==> src/rtl/spi_slave_if.sv <==
// SPI target pin and parallel-word bundle shared by the slave endpoint and its driver.
interface spi_slave_if #(
    parameter int unsigned WIDTH = 7
);
    logic             SCLK;
    logic             SS;
    logic             MOSI;
    logic             MISO;
    logic             miso_en;
    logic [WIDTH-1:0] tx_data;
    logic [WIDTH-1:0] rx_data;
    logic             rx_valid;
    logic             busy;
    logic             frame_err;

    modport slave (
        input  SCLK, SS, MOSI, tx_data,
        output MISO, miso_en, rx_data, rx_valid, busy, frame_err
    );

    modport master (
        output SCLK, SS, MOSI, tx_data,
        input  MISO, miso_en, rx_data, rx_valid, busy, frame_err
    );
endinterface

==> src/rtl/spi_slave.sv <==
// SPI mode-0 target: oversamples SCLK/SS/MOSI, deserialises MOSI words and
// serialises a reply word onto MISO, flagging completed and aborted words.
module spi_slave #(
    parameter int unsigned WIDTH       = 7,
    parameter int unsigned SYNC_STAGES = 2
) (
    input  logic        clk,
    input  logic        rst,
    spi_slave_if.slave  bus
);
    localparam int unsigned CNT_W = $clog2(WIDTH + 1);

    typedef enum logic [0:0] {
        IDLE  = 1'b0,
        SHIFT = 1'b1
    } state_t;

    logic [SYNC_STAGES-1:0] sclk_sync;
    logic [SYNC_STAGES-1:0] ss_sync;
    logic [SYNC_STAGES-1:0] mosi_sync;
    logic                   sclk_prev;
    logic                   ss_prev;

    logic sclk_s;
    logic ss_s;
    logic mosi_s;
    logic sclk_rise;
    logic sclk_fall;
    logic ss_rise;
    logic ss_fall;

    state_t state;
    state_t state_nxt;

    logic [CNT_W-1:0] cnt,       cnt_d;
    logic [WIDTH-1:0] rx_sr,     rx_sr_d;
    logic [WIDTH-1:0] tx_sr,     tx_sr_d;
    logic             word_done, word_done_d;
    logic             miso_q,    miso_d;
    logic             miso_en_q, miso_en_d;
    logic [WIDTH-1:0] rx_data_q, rx_data_d;
    logic             rx_valid_q, rx_valid_d;
    logic             busy_q,    busy_d;
    logic             frame_err_q, frame_err_d;

    // Synchronisers plus one extra stage for edge detection; reset to idle pin levels
    always_ff @(posedge clk) begin
        if (rst) begin
            sclk_sync <= '0;
            ss_sync   <= '1;
            mosi_sync <= '0;
            sclk_prev <= 1'b0;
            ss_prev   <= 1'b1;
        end else begin
            sclk_sync <= {sclk_sync[SYNC_STAGES-2:0], bus.SCLK};
            ss_sync   <= {ss_sync[SYNC_STAGES-2:0],   bus.SS};
            mosi_sync <= {mosi_sync[SYNC_STAGES-2:0], bus.MOSI};
            sclk_prev <= sclk_s;
            ss_prev   <= ss_s;
        end
    end

    assign sclk_s    = sclk_sync[SYNC_STAGES-1];
    assign ss_s      = ss_sync[SYNC_STAGES-1];
    assign mosi_s    = mosi_sync[SYNC_STAGES-1];
    assign sclk_rise =  sclk_s & ~sclk_prev;
    assign sclk_fall = ~sclk_s &  sclk_prev;
    assign ss_rise   =  ss_s   & ~ss_prev;
    assign ss_fall   = ~ss_s   &  ss_prev;

    always_ff @(posedge clk) begin
        if (rst) begin
            state <= IDLE;
        end else begin
            state <= state_nxt;
        end
    end

    always_comb begin
        state_nxt = state;
        unique case (state)
            IDLE:    if (ss_fall) state_nxt = SHIFT;
            SHIFT:   if (ss_rise) state_nxt = IDLE;
            default: state_nxt = IDLE;
        endcase
    end

    // Datapath and registered-output next values
    always_comb begin
        cnt_d       = cnt;
        rx_sr_d     = rx_sr;
        tx_sr_d     = tx_sr;
        word_done_d = 1'b0;
        miso_d      = miso_q;
        miso_en_d   = miso_en_q;
        rx_data_d   = rx_data_q;
        rx_valid_d  = 1'b0;
        frame_err_d = 1'b0;
        busy_d      = (state_nxt == SHIFT);

        // Assembled word is published the cycle after its final bit was shifted in
        if (word_done) begin
            rx_data_d  = rx_sr;
            rx_valid_d = 1'b1;
        end

        unique case (state)
            IDLE: begin
                miso_d    = 1'b0;
                miso_en_d = 1'b0;
                if (ss_fall) begin
                    tx_sr_d   = bus.tx_data;
                    miso_d    = bus.tx_data[WIDTH-1];
                    miso_en_d = 1'b1;
                    cnt_d     = '0;
                end
            end
            SHIFT: begin
                if (ss_rise) begin
                    // Deselect beats a coincident SCLK rise; partial word is dropped
                    miso_d      = 1'b0;
                    miso_en_d   = 1'b0;
                    cnt_d       = '0;
                    frame_err_d = (cnt != '0);
                end else if (sclk_rise) begin
                    rx_sr_d = {rx_sr[WIDTH-2:0], mosi_s};
                    if (cnt == CNT_W'(WIDTH - 1)) begin
                        cnt_d       = '0;
                        word_done_d = 1'b1;
                        tx_sr_d     = bus.tx_data;
                    end else begin
                        cnt_d = cnt + CNT_W'(1);
                    end
                end else if (sclk_fall) begin
                    // A fall with count zero follows a completed word: present the fresh MSB
                    if (cnt == '0) begin
                        miso_d = tx_sr[WIDTH-1];
                    end else begin
                        miso_d  = tx_sr[WIDTH-2];
                        tx_sr_d = {tx_sr[WIDTH-2:0], 1'b0};
                    end
                end
            end
            default: begin
                miso_d    = 1'b0;
                miso_en_d = 1'b0;
            end
        endcase
    end

    always_ff @(posedge clk) begin
        if (rst) begin
            cnt         <= '0;
            rx_sr       <= '0;
            tx_sr       <= '0;
            word_done   <= 1'b0;
            miso_q      <= 1'b0;
            miso_en_q   <= 1'b0;
            rx_data_q   <= '0;
            rx_valid_q  <= 1'b0;
            busy_q      <= 1'b0;
            frame_err_q <= 1'b0;
        end else begin
            cnt         <= cnt_d;
            rx_sr       <= rx_sr_d;
            tx_sr       <= tx_sr_d;
            word_done   <= word_done_d;
            miso_q      <= miso_d;
            miso_en_q   <= miso_en_d;
            rx_data_q   <= rx_data_d;
            rx_valid_q  <= rx_valid_d;
            busy_q      <= busy_d;
            frame_err_q <= frame_err_d;
        end
    end

    assign bus.MISO      = miso_q;
    assign bus.miso_en   = miso_en_q;
    assign bus.rx_data   = rx_data_q;
    assign bus.rx_valid  = rx_valid_q;
    assign bus.busy      = busy_q;
    assign bus.frame_err = frame_err_q;
endmodule

==> src/flat_wrapper.sv <==
// flat-port wrapper written by rule: the top's interface ports become plain ports
module spi_slave_flat 
#(
    parameter int unsigned WIDTH       = 7,
    parameter int unsigned SYNC_STAGES = 2
)
  (clk, rst, bus_SCLK, bus_SS, bus_MOSI, bus_tx_data, bus_MISO, bus_miso_en, bus_rx_data, bus_rx_valid, bus_busy, bus_frame_err);
  spi_slave_if #(.WIDTH(WIDTH)) bus_i ();
  input  logic clk;
  input  logic rst;
  input wire logic [$bits(bus_i.SCLK)-1:0] bus_SCLK;
  input wire logic [$bits(bus_i.SS)-1:0] bus_SS;
  input wire logic [$bits(bus_i.MOSI)-1:0] bus_MOSI;
  input wire logic [$bits(bus_i.tx_data)-1:0] bus_tx_data;
  output wire logic [$bits(bus_i.MISO)-1:0] bus_MISO;
  output wire logic [$bits(bus_i.miso_en)-1:0] bus_miso_en;
  output wire logic [$bits(bus_i.rx_data)-1:0] bus_rx_data;
  output wire logic [$bits(bus_i.rx_valid)-1:0] bus_rx_valid;
  output wire logic [$bits(bus_i.busy)-1:0] bus_busy;
  output wire logic [$bits(bus_i.frame_err)-1:0] bus_frame_err;
  assign bus_i.SCLK = bus_SCLK;
  assign bus_i.SS = bus_SS;
  assign bus_i.MOSI = bus_MOSI;
  assign bus_i.tx_data = bus_tx_data;
  assign bus_MISO = bus_i.MISO;
  assign bus_miso_en = bus_i.miso_en;
  assign bus_rx_data = bus_i.rx_data;
  assign bus_rx_valid = bus_i.rx_valid;
  assign bus_busy = bus_i.busy;
  assign bus_frame_err = bus_i.frame_err;
  spi_slave #(.WIDTH(WIDTH), .SYNC_STAGES(SYNC_STAGES)) u_core (.clk(clk), .rst(rst), .bus(bus_i));
endmodule
==> config.mk <==
export PLATFORM = sky130hd
export DESIGN_NAME = spi_slave_flat
export DESIGN_NICKNAME = d
export VERILOG_FILES = /design/src/rtl/spi_slave_if.sv /design/src/rtl/spi_slave.sv /design/src/flat_wrapper.sv
export SDC_FILE = /design/constraint.sdc
export NUM_CORES = 1
export LEC_CHECK = 0
export ABC_CLOCK_PERIOD_IN_PS = 3000
export CORE_AREA = 5 5 60 62
export DETAILED_ROUTE_END_ITERATION = 8
export DIE_AREA = 0 0 65 67
export GPL_TIMING_DRIVEN = 0
export PLACE_DENSITY = 0.88
export SETUP_SLACK_MARGIN = 0.15
export SLEW_MARGIN = 20
export SYNTH_ARGS = -nofsm -noshare
export SYNTH_HDL_FRONTEND = slang
export SYNTH_SLANG_ARGS = --single-unit
==> constraint.sdc <==
create_clock -name clk -period 3 [get_ports clk]
set_input_delay 0.6 -clock clk [delete_from_list [all_inputs] [get_ports clk]]
set_output_delay 0.6 -clock clk [all_outputs]
set_load 0.005 [all_outputs]
==> impl_results.md, run 1 <==
- Post_cts resized: 0
- Lkg Pwr: 0.716 nW
- Die ar.: between 4000 and 5000 um^2
- CP cell instances: clkdlybuf4s50_1
- Global-route wire length before repair: 5280 um
- Post-synth EDFFs: 0
- Vias in the first global route: 1,253
- CTS tree: done
- Worst-path fanout max: 10
- First DRT Iteration DRCs: 40
- Clk_skew: between 0.004 and 0.005 ns
- DRT Wirelength: 3180 um
- GRT Residual Overflow: 0
- Antenna diodes: 0
- Fin crit share: between 60 and 70%
- Final setup fails: 0
- Power Density: between 400 and 500 nW/um^2
- Clk sinks: 38
- Setup TNS: 0 ns
- Post-synthesis cell area: 1580 um^2
- RSZ-0062 raised after global routing: false
- Design Power: 0.000874 W
- Final ANT Viol Nets: 0
- Max incr delay on CP: 0.58 ns
- Post-synth top flop: dfxtp_1
- Post-Synthesis Cells: 166
- Clock latency reported for the late side of the worst-skew pair: about 0.35 ns
- Setup repair bufs after CTS: 0
- WS Path Type: reg -> out
- Post-synthesis sequential area ratio: 48.2%
- Worst Hold Class: reg -> reg
- Residual DRC count: 0
- Avg Inst Size Synth: 9.50 um^2
- Minimum clock period: 2.08 ns
- Commonest non-fill, non-tap cell in the layout: dfxtp_1
- Final nets: 211
- Synth cell types: 34
- Type of origin of the critical path: flip-flop
- # H-tree levels: 2
- Maximum achievable frequency: 481 MHz
- Layout cells sized above 1: 11.7%
- WL per Instance: 13.8 um
- CP Data Arrival Time: 1.48 ns
- Crit path capture type: output port
- Ports: 24
- Std-Cell Rows: 20
- WP buf/inv: 1
- Measured slew at the worst slew-check pin: roughly 0.67 ns
- Most frequent cells in the layout: dfxtp_1, clkdlybuf4s50_1, nor2_1
- Routability Congestion: 0.811
- Gr usage total: 16.1%
- Largest net degree at the start of global routing: 13
- CTS root buffer: clkbuf_4
- Status: finished clean
- Final Util: between 60% and 70%
- Max-slew violations: 0
- Non-Filler Instances: 230
- Hold_buf cts: 0
- VDD IR max: 0.281 mV
- Vias: roughly 1,300
- Fillers: approximately 250
- Placed insts: 222
- Slew margin rel.: approximately 55%
- Ys Warns: 0
- Initial antenna violation count: 0
- Drt via density: 5.44
- Die W: between 60 and 70 um
- Slowest CP cell: clkdlybuf4s50_1
- CTS buffer count: 5
- Total of max-cap violations: 0
- Deepest clock path buffer count: 2
- Synth-to-Final Area Change: 21.3%
- #FFs+latches synth: 38
- Core area: 2980 um^2
- Chip height: between 60 and 70 um
- Reg clk slew, reported paths: 0.11 ns
- Initial Util: 53.0%
- Pre-antenna DRT Iters: 4
- Final Hold Viols: 0
- Fraction of registers with async set/reset: 0%
- DP Wirelength: about 2300 um
- Top Family by Delay on Critical Path: buffers and inverters
- Critical Path RT: 2.40 ns
- Syn Nets: 181
- Port Buffers: 23
-- cell type report --
class                           count  area [um^2]  area share, %
Sequential cell                    38          761           39.8
Clock buffer                        6         51.3           2.68
Timing Repair Buffer               23          230           12.0
Inverter                            5         18.8          0.981
Buffer                             11         45.0           2.35
Multi-Input combinational cell    112          753           39.4
Clock inverter                      2         12.5          0.654
Tap cell                           33         41.3           2.16
-- cells in the mapped netlist, types with 3 or more instances --
master	count	area share, %
a21oi_1	10	3.2
dfxtp_1	38	48
nand3_1	10	3.2
mux2_2	6	4.3
nor2b_1	15	5.9
inv_1	5	1.2
mux2i_1	14	8.9
clkbuf_1	6	1.4
or2_2	3	1.2
nor2_1	17	4.0
nand2_1	10	2.4
ha_1	3	2.4
-- per-layer routing --
layer  global-route usage [%]  part of all wire [%]  up-vias
met5                        0                     0        -
met4                     7.39                   1.5        0
met3                     5.90                   5.2        7
met2                     29.2                    51       27
met1                     16.3                    43      595
li1                         -                     -      622
-- logic make-up after synthesis --
kind of cell / after synthesis / synth area share (%)
AOI/OAI and AO/OA: 21 / 9.52
adders and majority gates: 3 / 2.38
buffers and inverters: 16 / 4.04
DFF: 38 / 48.2
muxes: 20 / 13.2
and+or+nand+nor: 68 / 22.7
-- path summary, 6_finish.rpt --
kind | slack (ns) | cells past startpoint | startpoint | end
worst max-delay path | 0.92 | 1 | u_core.bus.busy | bus_busy
worst min-delay path | 0.44 | 1 | u_core.ss_sync[0] | u_core.ss_sync[1]
worst max register to register | 1.05 | 5 | u_core.cnt[0] | u_core.tx_sr[2]
worst min register to register | 0.44 | 1 | u_core.ss_sync[0] | u_core.ss_sync[1]
-- flip-flops by register name, summed over array words and instances, names as in the netlist, 2 cells and up --
register / flops
u_core.rx_sr: 7
u_core.mosi_sync: 2
u_core.sclk_sync: 2
u_core.tx_sr: 7
u_core.cnt: 3
u_core.ss_sync: 2
u_core.bus.rx_data: 7
-- where the power goes --
group / internal (W) / switching, W / total [W]
Combinational: 0.0000368 / 0.0000349 / 0.0000717
Clock: 0.000113 / 0.000171 / 0.000283
Sequential: 0.000513 / 0.00000607 / 0.000519
Total: 0.000663 / 0.000212 / 0.000874
-- per-stage QoR --
stage / area (um^2) / worst slack, ns / hold WS [ns]
CTS: 1910 / 0.921 / 0.447
detailed placement: 1850 / 0.729 / 0.417
global route: 1910 / 0.850 / 0.465
floorplan: 1580 / 1.38 / 0.389
global placement: 1850 / 0.795 / 0.395
finish: 1910 / 0.920 / 0.442
(Power assumes the default switching activity.)
==> run 2, diff against run 1 <==
Settings changed: ABC_CLOCK_PERIOD_IN_PS 3000 to 2200, CORE_AREA 5 5 60 62 to 5 5 62 64, DIE_AREA 0 0 65 67 to 0 0 67 69, PLACE_DENSITY 0.88 to 0.83.
Clock period 3 ns to 2.2 ns, I/O delays scaled along.
==> run 2 against run 1 <==
Against the previous run:
- clock skew grew 0.0024 ns
- wire length shrank 7.0%
- core utilization shrank 4.0 points
- sequential share of layout area shrank 0.69 points
- total power grew 48%
- combinational power grew 35%
- worst hold slack lost 0.020 ns
- sequential power grew 36%
- via count shrank 0.96%
- critical endpoint is now u_core.tx_sr[5]
- non-clock buffer count is the same
- clock-buffer cell count is the same
==> impl_results.md, run 2 (synthesized netlist as in run 1, its figures left out) <==
- CP Data Arrival Time: approximately 2.2 ns
- WP buf/inv: 2
- DP Wirelength: 2100 um
- Final Util: 60.2%
- # H-tree levels: 2
- Dpl ws: about 0.053 ns
- RSZ-0062 raised after global routing: false
- Max-slew violations: 0
- Std-Cell Rows: 21
- Clock latency reported for the late side of the worst-skew pair: 0.34 ns
- Type of origin of the critical path: flip-flop
- Core area: 3230 um^2
- Clk sinks: 38
- Minimum clock period: 1.91 ns
- Final ANT Viol Nets: 0
- Initial Util: 48.8%
- Final nets: 211
- Max incr delay on CP: 0.38 ns
- Fin crit share: 86.7%
- Worst-path fanout max: 10
- Top Family by Delay on Critical Path: buffers and inverters
- Final setup fails: 0
- Vias: 1,239
- WL met3: 158 um
- Hold_buf cts: 0
- Setup TNS: 0 ns
- Measured slew at the worst slew-check pin: 0.526 ns
- Drt via density: between 5 and 6
- Crit path capture type: flip-flop
- First DRT Iteration DRCs: between 90 and 100
- Largest net degree at the start of global routing: 12
- Synth-to-Final Area Change: 23.4%
- Wl on met1: between 1000 and 1500 um
- Post_cts resized: 0
- CP cell instances: inv_1, ha_1, clkbuf_1, o211ai_1, o211ai_4, mux2_2
- Fillers: 281
- Residual DRC count: 0
- GRT Residual Overflow: 0
- Vias in the first global route: 1,177
- Fin worst setup slack: ~0.3 ns
- Lkg Pwr: between 0.7 and 0.8 nW
- Gr usage total: 14.0%
- Power Density: between 600 and 700 nW/um^2
- Setup repair bufs after CTS: 0
- Initial antenna violation count: 0
- Most frequent cells in the layout: dfxtp_1, clkdlybuf4s50_1, nor2_1
- Slew margin rel.: between 60% and 70%
- Deepest clock path buffer count: 2
- Commonest non-fill, non-tap cell in the layout: dfxtp_1
- Critical Path RT: roughly 2.4 ns
- Reg clk slew, reported paths: 0.11 ns
- WS Path Type: reg -> reg
- Die W: between 60 and 70 um
- Ports: 24
- Maximum achievable frequency: ~520 MHz
- Die ar.: 4620 um^2
- Reg2Reg Setup Slack: about 0.29 ns
- CTS tree: done
- Final Hold Viols: 0
- Worst Hold Class: reg -> reg
- Clk_skew: 0.00688 ns
- Met2 Wirelength: about 1400 um
- Routability Congestion: 0.803
- Placed cell area: 1870 um^2
- Status: finished clean
- Total of max-cap violations: 0
- WL per Instance: 12.2 um
- Layout cells sized above 1: 11.2%
- Chip height: 69 um
- Port Buffers: 23
- Final Cell Area: around 1900 um^2
- Max Used Layer: met4
- Antenna diodes: 0
- CTS root buffer: clkbuf_4
- VDD IR max: between 0.3 and 0.4 mV
- CTS buffer count: 5
- Slowest CP cell: clkbuf_1
- DRT Wirelength: just under 3000 um
- Pre-antenna DRT Iters: 4
- Global-route wire length before repair: 5050 um
==> run 2: cell count changes in the layout (fill, tap and decap cells not counted) <==
cell,before,now
clkinvlp_4,1,0
clkinv_2,1,0
bufinv_16,0,1
==> run 2: layer usage <==
layer  up-vias  track usage [%]
met3         8             4.87
met4         0             8.11
met5         -                0
met1       579             16.5
li1        624                -
met2        28             21.6
==> run 2: layout make-up <==
class / count / area [um^2] / share of cell area [%]
buffer: 11 / 45.0 / 2.31
clock buffer: 6 / 51.3 / 2.63
clock inverter: 1 / 30.0 / 1.54
inverter: 5 / 18.8 / 0.964
multi-input combinational: 112 / 753 / 38.7
sequential: 38 / 761 / 39.1
tap: 46 / 57.6 / 2.96
timing repair buffer: 23 / 230 / 11.8
==> run 2: power by group <==
group	internal (W)	switching, W
sequential	0.000700	0.00000778
combinational	0.0000501	0.0000469
clock	0.000264	0.000221
==> run 2: final timing paths <==
path	start	to	depth (start not counted)
worst max-delay path	u_core.sclk_prev	u_core.tx_sr[5]	6
worst min-delay path	u_core.ss_sync[0]	u_core.ss_sync[1]	1
worst max register to register	u_core.sclk_prev	u_core.tx_sr[5]	6
worst min register to register	u_core.ss_sync[0]	u_core.ss_sync[1]	1
==> run 2: through the flow <==
step | power, W | instances | hold slack, ns
2_1_floorplan | 0.000779 | 166 | 0.389
3_3_place_gp | 0.000817 | 235 | 0.392
3_5_place_dp | 0.000820 | 235 | 0.401
4_1_cts | 0.00130 | 242 | 0.426
5_1_grt | 0.00134 | 242 | 0.450
6_report | 0.00129 | 242 | 0.422
==> run 3, diff against run 2 <==
Settings changed: REMOVE_ABC_BUFFERS set to 1.
==> run 3 against run 2 <==
Against the previous run:
- sequential share of layout area rose by 1.0 points
- sequential cell count did not move
- critical endpoint is now bus_busy
- design area fell by 2.6%
- clock power fell by 1%
- fmax rose by 2.2%
- register-to-register slack improved by 0.12 ns
==> impl_results.md, run 3 (synthesized netlist as in run 1, its figures left out) <==
- Hold_buf cts: 0
- Slew margin rel.: 52.2%
- Area of the multi-input gates: 753 um^2
- Status: finished clean
- RSZ-0062 raised after global routing: false
- Slowest CP cell: clkdlybuf4s50_1
- Crit path capture type: output port
- Lkg Pwr: 0.704 nW
- Measured slew at the worst slew-check pin: 0.717 ns
- Commonest non-fill, non-tap cell in the layout: dfxtp_1
- Core area: around 3200 um^2
- Worst Hold Class: reg -> reg
- Reg2Reg Setup Slack: 0.41 ns
- Initial Util: 48.8%
- CTS buffer count: 5
- Power Density: 672 nW/um^2
- Clk_skew: 0.00524 ns
- CP Data Arrival Time: between 1 and 1.5 ns
- Clock latency reported for the late side of the worst-skew pair: 0.34 ns
- Total of max-cap violations: 0
- Std-Cell Rows: 21
- Final Hold Viols: 0
- Critical Path RT: 1.76 ns
- Final Cell Area: 1900 um^2
- Reg clk slew, reported paths: roughly 0.10 ns
- Final setup fails: 0
- WP buf/inv: 1
- Most frequent cells in the layout: dfxtp_1, clkdlybuf4s50_1, nor2_1
- DP Wirelength: 1980 um
- Drt via density: 5.06
- Post_cts resized: 0
- GRT Residual Overflow: 0
- First DRT Iteration DRCs: 72
- VDD IR max: 0.384 mV
- Final nets: 200
- Antenna diodes: 0
- Critical Path Source: u_core.bus.busy
- Deepest clock path buffer count: 2
- Clk sinks: 38
- Vias: 1,170
- Fin crit share: approximately 85%
- # H-tree levels: 2
- Worst reg2reg path depth: 6
- Max-slew violations: 0
- Placed cell area: roughly 1800 um^2
- WL per Instance: roughly 12 um
- Seq. cell area: between 700 and 800 um^2
- CP cell instances: clkdlybuf4s50_1
- Pre-antenna DRT Iters: 4
- Worst setup endpoint: bus_busy
- Port Buffers: 23
- CTS root buffer: clkbuf_4
- Initial antenna violation count: 0
- Largest net degree at the start of global routing: 46
- Ports: 24
- Vias in the first global route: 1,131
- Residual DRC count: 0
- Non-Filler Instances: 231
- Worst R2R End: u_core.tx_sr[3]
- WS Path Type: reg -> out
- Layout cells sized above 1: a little over a tenth
- Critical path depth: 1
- DRT Wirelength: around 2800 um
- Die ar.: 4620 um^2
- Synth-to-Final Area Change: 20.2%
- Minimum clock period: 1.87 ns
- Maximum achievable frequency: 536 MHz
- Final ANT Viol Nets: 0
- Fillers: between 200 and 300
- CTS tree: done
- Worst-path fanout max: 10
- Setup repair bufs after CTS: 0
- Placed insts: 224
- Global-route wire length before repair: 4820 um
- Gr usage total: a little over an eighth
- Type of origin of the critical path: flip-flop
- Top Family by Delay on Critical Path: buffers and inverters
- Routability Congestion: 0.800
- Setup TNS: 0 ns
- Chip height: 69 um
- Die W: 67 um
- Reg2Reg Launch Point: u_core.sclk_prev
- Max incr delay on CP: 0.57 ns
[run 3: final cells by class]
type	instances	share of cell area, %
Inverter	5	0.989
Clock inverter	1	1.58
Tap cell	46	3.03
Sequential cell	38	40.1
Multi-Input combinational cell	112	39.7
Clock buffer	6	2.70
Timing Repair Buffer	23	11.9
[run 3: power breakdown]
part	internal, W	switching [W]	leakage [nW]	total, W
combinational	0.0000458	0.0000427	0.351	0.0000885
clock	0.000265	0.000214	0.0443	0.000478
sequential	0.000700	0.00000776	0.308	0.000707
total	0.00101	0.000264	0.704	0.00127
[run 3: metrics by stage]
step | setup WS (ns) | power (W) | hold slack [ns] | utilization, %
finish | 0.333 | 0.00127 | 0.421 | 58.7
global route | 0.245 | 0.00134 | 0.437 | 58.7
CTS | 0.316 | 0.00129 | 0.424 | 58.7
detailed placement | 0.425 | 0.000813 | 0.398 | 56.2
global placement | -0.191 | 0.000810 | 0.393 | 56.3
floorplan | 0.615 | 0.000768 | 0.389 | -
[run 3: worst min path at each step]
| stage | startpoint | end | slack [ns] | cells after the start |
|---|---|---|---|---|
| final | u_core.ss_sync[0] | u_core.ss_sync[1] | 0.42 | 1 |
| after global routing | u_core.ss_sync[0] | u_core.ss_sync[1] | 0.44 | 1 |
| after CTS | u_core.ss_sync[0] | u_core.ss_sync[1] | 0.42 | 1 |
| after detailed placement | u_core.ss_sync[0] | u_core.ss_sync[1] | 0.40 | 1 |
| after global placement | u_core.ss_sync[0] | u_core.ss_sync[1] | 0.39 | 1 |
| after floorplan | u_core.ss_sync[0] | u_core.ss_sync[1] | 0.39 | 1 |
[run 3: metal layers]
| layer | vias up | wire length (um) | GRT usage, % |
|---|---|---|---|
| met5 | - | 0 | 0 |
| met4 | 0 | 64 | 8.11 |
| met3 | 7 | 155 | 4.06 |
| met2 | 26 | 1380 | 21.7 |
| met1 | 537 | 1160 | 15.6 |
| li1 | 600 | - | - |
